`config.mk`:
```
export PLATFORM = sky130hd
export DESIGN_NAME = ffdiv_req_sequencer
export DESIGN_NICKNAME = d
export VERILOG_FILES = /design/src/rtl/ffdiv_req_sequencer.sv
export SDC_FILE = /design/constraint.sdc
export NUM_CORES = 1
export LEC_CHECK = 0
export CORE_ASPECT_RATIO = 0.75
export CORE_MARGIN = 2
export CORE_UTILIZATION = 48
export DETAILED_ROUTE_END_ITERATION = 10
export PLACE_DENSITY = 0.83
export SYNTH_ARGS = -nofsm -noshare
export SYNTH_HDL_FRONTEND = slang
export SYNTH_SLANG_ARGS = --single-unit
```
`constraint.sdc`:
```
create_clock -name clk -period 2.8 [get_ports clk]
set_clock_uncertainty 0.15 [all_clocks]
set_input_delay 0.42 -clock clk [delete_from_list [all_inputs] [get_ports clk]]
set_output_delay 0.42 -clock clk [all_outputs]
set_load 0.02 [all_outputs]
```
`src/rtl/ffdiv_req_sequencer.sv`:
```
// Request sequencer around the iterative FP divider: operand FIFO, one-at-a-time issue,
// registered result capture with measured latency, and running latency statistics.
module ffdiv_req_sequencer #(
    parameter int unsigned OPERAND_WIDTH = 32,
    parameter int unsigned FLAG_SIZE     = 5,
    parameter int unsigned FIFO_DEPTH    = 4,
    parameter int unsigned LAT_WIDTH     = 8,
    parameter int unsigned STAT_WIDTH    = 32
) (
    input  logic                     clk,
    input  logic                     rst_n,
    input  logic                     in_valid,
    output logic                     in_ready,
    input  logic [OPERAND_WIDTH-1:0] in_operand1,
    input  logic [OPERAND_WIDTH-1:0] in_operand2,
    output logic                     div_en,
    output logic [OPERAND_WIDTH-1:0] div_operand1,
    output logic [OPERAND_WIDTH-1:0] div_operand2,
    input  logic                     div_ready,
    input  logic [OPERAND_WIDTH-1:0] div_result,
    input  logic [FLAG_SIZE-1:0]     div_flag,
    output logic                     out_valid,
    input  logic                     out_ready,
    output logic [OPERAND_WIDTH-1:0] out_result,
    output logic [FLAG_SIZE-1:0]     out_flag,
    output logic [LAT_WIDTH-1:0]     out_latency,
    input  logic                     stat_clr,
    output logic [STAT_WIDTH-1:0]    stat_op_count,
    output logic [STAT_WIDTH-1:0]    stat_cycle_sum
);

    localparam int unsigned PtrW = $clog2(FIFO_DEPTH);
    localparam logic [PtrW:0] DepthCnt = FIFO_DEPTH[PtrW:0];

    typedef enum logic [1:0] {StIdle, StBusy, StGap} state_e;

    state_e                         state_q;
    logic [2*OPERAND_WIDTH-1:0]     fifo_mem [FIFO_DEPTH];
    logic [PtrW-1:0]                wr_ptr_q, rd_ptr_q;
    logic [PtrW:0]                  count_q;
    logic [LAT_WIDTH-1:0]           lat_q;

    logic                           full, empty, push, issue, capture;
    logic [STAT_WIDTH-1:0]          op_base, sum_base;
    logic [STAT_WIDTH:0]            sum_ext;

    assign full     = (count_q == DepthCnt);
    assign empty    = (count_q == '0);
    assign in_ready = !full;
    assign push     = in_valid && !full;
    // Issue only when the output slot is free or being freed this cycle.
    assign issue    = (state_q == StIdle) && !empty && (!out_valid || out_ready);
    assign capture  = (state_q == StBusy) && div_ready;

    // A coincident clear zeroes the base before the capture is added.
    assign op_base  = stat_clr ? '0 : stat_op_count;
    assign sum_base = stat_clr ? '0 : stat_cycle_sum;
    assign sum_ext  = {1'b0, sum_base} + {{(STAT_WIDTH + 1 - LAT_WIDTH){1'b0}}, lat_q};

    always_ff @(posedge clk) begin
        if (push) begin
            fifo_mem[wr_ptr_q] <= {in_operand1, in_operand2};
        end
    end

    always_ff @(posedge clk or negedge rst_n) begin
        if (!rst_n) begin
            wr_ptr_q <= '0;
            rd_ptr_q <= '0;
            count_q  <= '0;
        end else begin
            if (push) begin
                wr_ptr_q <= wr_ptr_q + PtrW'(1);
            end
            if (issue) begin
                rd_ptr_q <= rd_ptr_q + PtrW'(1);
            end
            unique case ({push, issue})
                2'b10:   count_q <= count_q + (PtrW + 1)'(1);
                2'b01:   count_q <= count_q - (PtrW + 1)'(1);
                default: count_q <= count_q;
            endcase
        end
    end

    always_ff @(posedge clk or negedge rst_n) begin
        if (!rst_n) begin
            state_q        <= StIdle;
            div_en         <= 1'b0;
            div_operand1   <= '0;
            div_operand2   <= '0;
            lat_q          <= '0;
            out_valid      <= 1'b0;
            out_result     <= '0;
            out_flag       <= '0;
            out_latency    <= '0;
            stat_op_count  <= '0;
            stat_cycle_sum <= '0;
        end else begin
            if (out_valid && out_ready) begin
                out_valid <= 1'b0;
            end
            unique case (state_q)
                StIdle: begin
                    if (issue) begin
                        {div_operand1, div_operand2} <= fifo_mem[rd_ptr_q];
                        div_en  <= 1'b1;
                        lat_q   <= LAT_WIDTH'(1);
                        state_q <= StBusy;
                    end
                end
                StBusy: begin
                    if (div_ready) begin
                        out_result  <= div_result;
                        out_flag    <= div_flag;
                        out_latency <= lat_q;
                        out_valid   <= 1'b1;
                        div_en      <= 1'b0;
                        state_q     <= StGap;
                    end else if (lat_q != '1) begin
                        lat_q <= lat_q + LAT_WIDTH'(1);
                    end
                end
                StGap: begin
                    state_q <= StIdle;
                end
                default: begin
                    state_q <= StIdle;
                    div_en  <= 1'b0;
                end
            endcase
            if (capture) begin
                stat_op_count  <= op_base + STAT_WIDTH'(1);
                stat_cycle_sum <= sum_ext[STAT_WIDTH] ? '1 : sum_ext[STAT_WIDTH-1:0];
            end else if (stat_clr) begin
                stat_op_count  <= '0;
                stat_cycle_sum <= '0;
            end
        end
    end

endmodule

```
==> flow_summary.toml <==
[outcome]
outcome = "complete, no violations"

[setup_path]
crit_path_max_incr_delay_ps = 400
required_ps = 3070
crit_slowest_cell = "fa_1"
cp-end-kind = "register"
start_kind = "register"
crit_arrival_ps = 2890
path_class = "reg2reg"
worstPathMaxFanout = 12
crit_buf_inv = 1
crit_chain = "nor2b_1 > ha_1 > fa_1 > a211oi_1 > nor2_2 > o21a_1 > nand3_1 > buf_4 > o211ai_1"
regToRegSetupSlack_ps = 180
crit_family = "compound AO/OA/AOI/OAI gates"

[finish]
fin_nets = 1733
area_growth_pct = 29.4
drive_gt1_share_pct = 12.0

[cts]
insertion_delay_ps = 560
cts_buffers = 45
cts.sinks = 448
clk_pin_slew_ps = 50
cts_setup_buffers = 0
clk_path_buf_depth = 3
cts.htree.levels = 2
root_buffer = "clkbuf_16"
cts_tree = "yes"

[routing]
wl_per_cell_um = 19.1
route.detailed.drc = 0
dr.pass1.iters = 5
drtIter0Drc = 997
totalWireLength_um = 41200
ant_nets = 0
dr_total_vias = 11300
vias_per_cell = 5.24

[floorplan]
die_height_um = 171
rows = 61
core_area_um2 = 36900
start_util_pct = 48.5
die_w_um = 227
ios = 283
die-area_um2 = 38800

[logic_synthesis]
synth.top_cell.area_share_pct = 43.0
ys_warn_count = 0
synth_compound_area_share_pct = 1.93
synth_mux_area_share_pct = 8.36
synth-xor-area-share_pct = 3.09
ys_async_sr_fraction_pct = 42.9
synth_cell_types = 53
synth_edf_count = 256
avgSynthCellArea_um2 = 13.9
synth_flop_cell = "edfxtp_1"
synthSimpleGateAreaFrac_pct = 13.9
synth_fa_ha_area_share_pct = 1.27
netlist_instances = 1287
synth_area_um2 = 17900
yosys.area.top_type = "edfxtp_1"
synth-seq-cells = 448
synth_nets = 1411
synth_seq_area_share_pct = 69.9
synth_top_family_by_area = "simple AND/OR/NAND/NOR gates"
synth_area_leaders = "edfxtp_1, dfrtp_1, mux4_2"

[global_routing]
first_global_vias = 11600
antenna_found_initial = 4
grt_first_pass_wirelength_um = 64100
grt_overflow = 0
grt_max_degree = 72
grt_usage_pct = 21.4

[power]
pwr_density_cell_nw_per_um2 = 1010
p_leak_nw = 9.18
ir_drop_mv = 0.737

[placement]
hpwl_um = 26600
dp_slack_ps = -5.60
gp_congestion = 0.878
port_buffers = 282

[min_path]
min_path_type = "in2reg"

[timing]
rsz0062_at_grt = "no"
setup_ws_ps = 178
maxSlewHeadroom_pct = 42.2
max_freq_ghz = 0.381
finalHoldViolCount = 0
final_max_slew_viol_count = 0
tightest_slew_ps = 867
setup_viol = 0
finalCriticalPeriod_ps = 2620
min_period_over_period_pct = 93.6
setup_tns_ps = 0

[job]
drv_cap = 0
-- cells in the mapped netlist, types with 2 or more instances --
cell type and number:
a211oi_1 2, a21o_1 2, a21oi_1 18, a31oi_1 3
and2_1 2, and3_1 11, and4_1 3, buf_1 9
buf_2 6, clkbuf_1 38, dfrtp_1 192, edfxtp_1 256
fa_1 2, ha_1 15, inv_1 17, mux2_2 2
mux2i_1 3, mux4_2 64, nand2_1 372, nand2b_1 15
nand3_1 24, nand3b_1 3, nand4_1 14, nand4b_1 2
nor2_1 58, nor2b_1 27, nor3_1 11, nor4_1 6
nor4_2 2, o211ai_1 4, o21a_1 2, o21ai_0 17
o21bai_1 2, or3_1 2, or4_1 2, xnor2_1 33
xor2_1 30
-- cells in the final DEF (no fill, tap or decap), drive strengths merged, types with 4 or more instances in the layout --
cell type	instances
nand2	372
a21oi	18
nand4	14
dfrtp	192
buf	46
clkbuf	63
nor2	58
nand3	24
mux4	64
o211ai	4
nand2b	15
and3	11
nor4	9
bufinv	4
xnor2	33
nor2b	27
nor3	12
edfxtp	256
clkinv	15
inv	17
o21ai	18
xor2	30
clkdlybuf4s50	280
ha	15
-- per-layer routing --
metal  share of wire, %  vias up  track usage (%)
met1                 42     5622             28.6
met4                2.9        6             7.47
met5               0.10        -                0
li1                   -     5181                -
met2                 48      382             34.8
met3                6.7       74             4.93
-- through the flow --
stage | util [%] | hold slack (ps) | cells | power [mW] | instance area [um2]
final | 62.7 | 206 | 2151 | 23.3 | 23100
after global routing | 62.7 | 189 | 2149 | 24.5 | 23100
after CTS | 62.7 | 171 | 2149 | 23.5 | 23100
after detailed placement | 58.7 | 287 | 2065 | 17.5 | 21600
after global placement | 58.7 | 287 | 2065 | 17.2 | 21600
after floorplan | - | -25.6 | 1287 | 14.0 | 17900
-- power breakdown --
part           switching (mW)  leakage (nW)  internal (mW)  total [mW]
sequential              0.821          4.82           8.72        9.55
clock                    2.50         0.710           3.46        5.96
combinational            4.32          3.64           3.46        7.78
-- repair_timing --
action,4_1_cts,5_1_grt
resized for setup,0,1
endpoints found under the setup margin,0,1
hold endpoints to repair,49,0
hold buffers,1,0
-- tightest hold or removal path, cell delays in order --
cell and delay [ps]:
buf_2 190, nor2b_1 100, nor2_1 100, a21oi_1 50
-- state kept, by name, indices dropped and copies added, names as in the netlist --
name	cells
out_latency	8
out_valid	1
count_q	3
out_result	32
lat_q	8
div_en	1
fifo_mem	256
div_operand1	32
wr_ptr_q	2
out_flag	5
state_q	2
stat_op_count	32
stat_cycle_sum	32
rd_ptr_q	2
div_operand2	32
-- final timing paths --
path | startpoint | endpoint | cells past startpoint
min in group asynchronous | rst_n | lat_q[4]$_DFFE_PN0P_ | 2
max | stat_cycle_sum[0]$_DFF_PN0_ | stat_cycle_sum[6]$_DFF_PN0_ | 9
min reg2reg | out_latency[7]$_DFFE_PN0P_ | out_latency[7]$_DFFE_PN0P_ | 2
min | stat_clr | stat_cycle_sum[2]$_DFF_PN0_ | 4
max reg2reg | stat_cycle_sum[0]$_DFF_PN0_ | stat_cycle_sum[6]$_DFF_PN0_ | 9
max in group asynchronous | rst_n | out_result[14]$_DFFE_PN0P_ | 3
-- kinds of logic after synthesis --
group           Yosys count
mux                      69
simple gates            563
buf+inv                  71
fa+ha+maj                17
compound gates           56
flops                   448
xor+xnor                 63
-- layout make-up --
type                            instances  area, um2
Fill cell                            2665      13700
Tap cell                              504        631
Antenna cell                            2       5.00
Inverter                               18       72.6
Sequential cell                       448      12500
Clock inverter                         21        235
Multi-Input combinational cell        768       5140
Clock buffer                           62       1230
Timing Repair Buffer                  328       3320
Note: power is estimated with default switching activity, not from simulation.
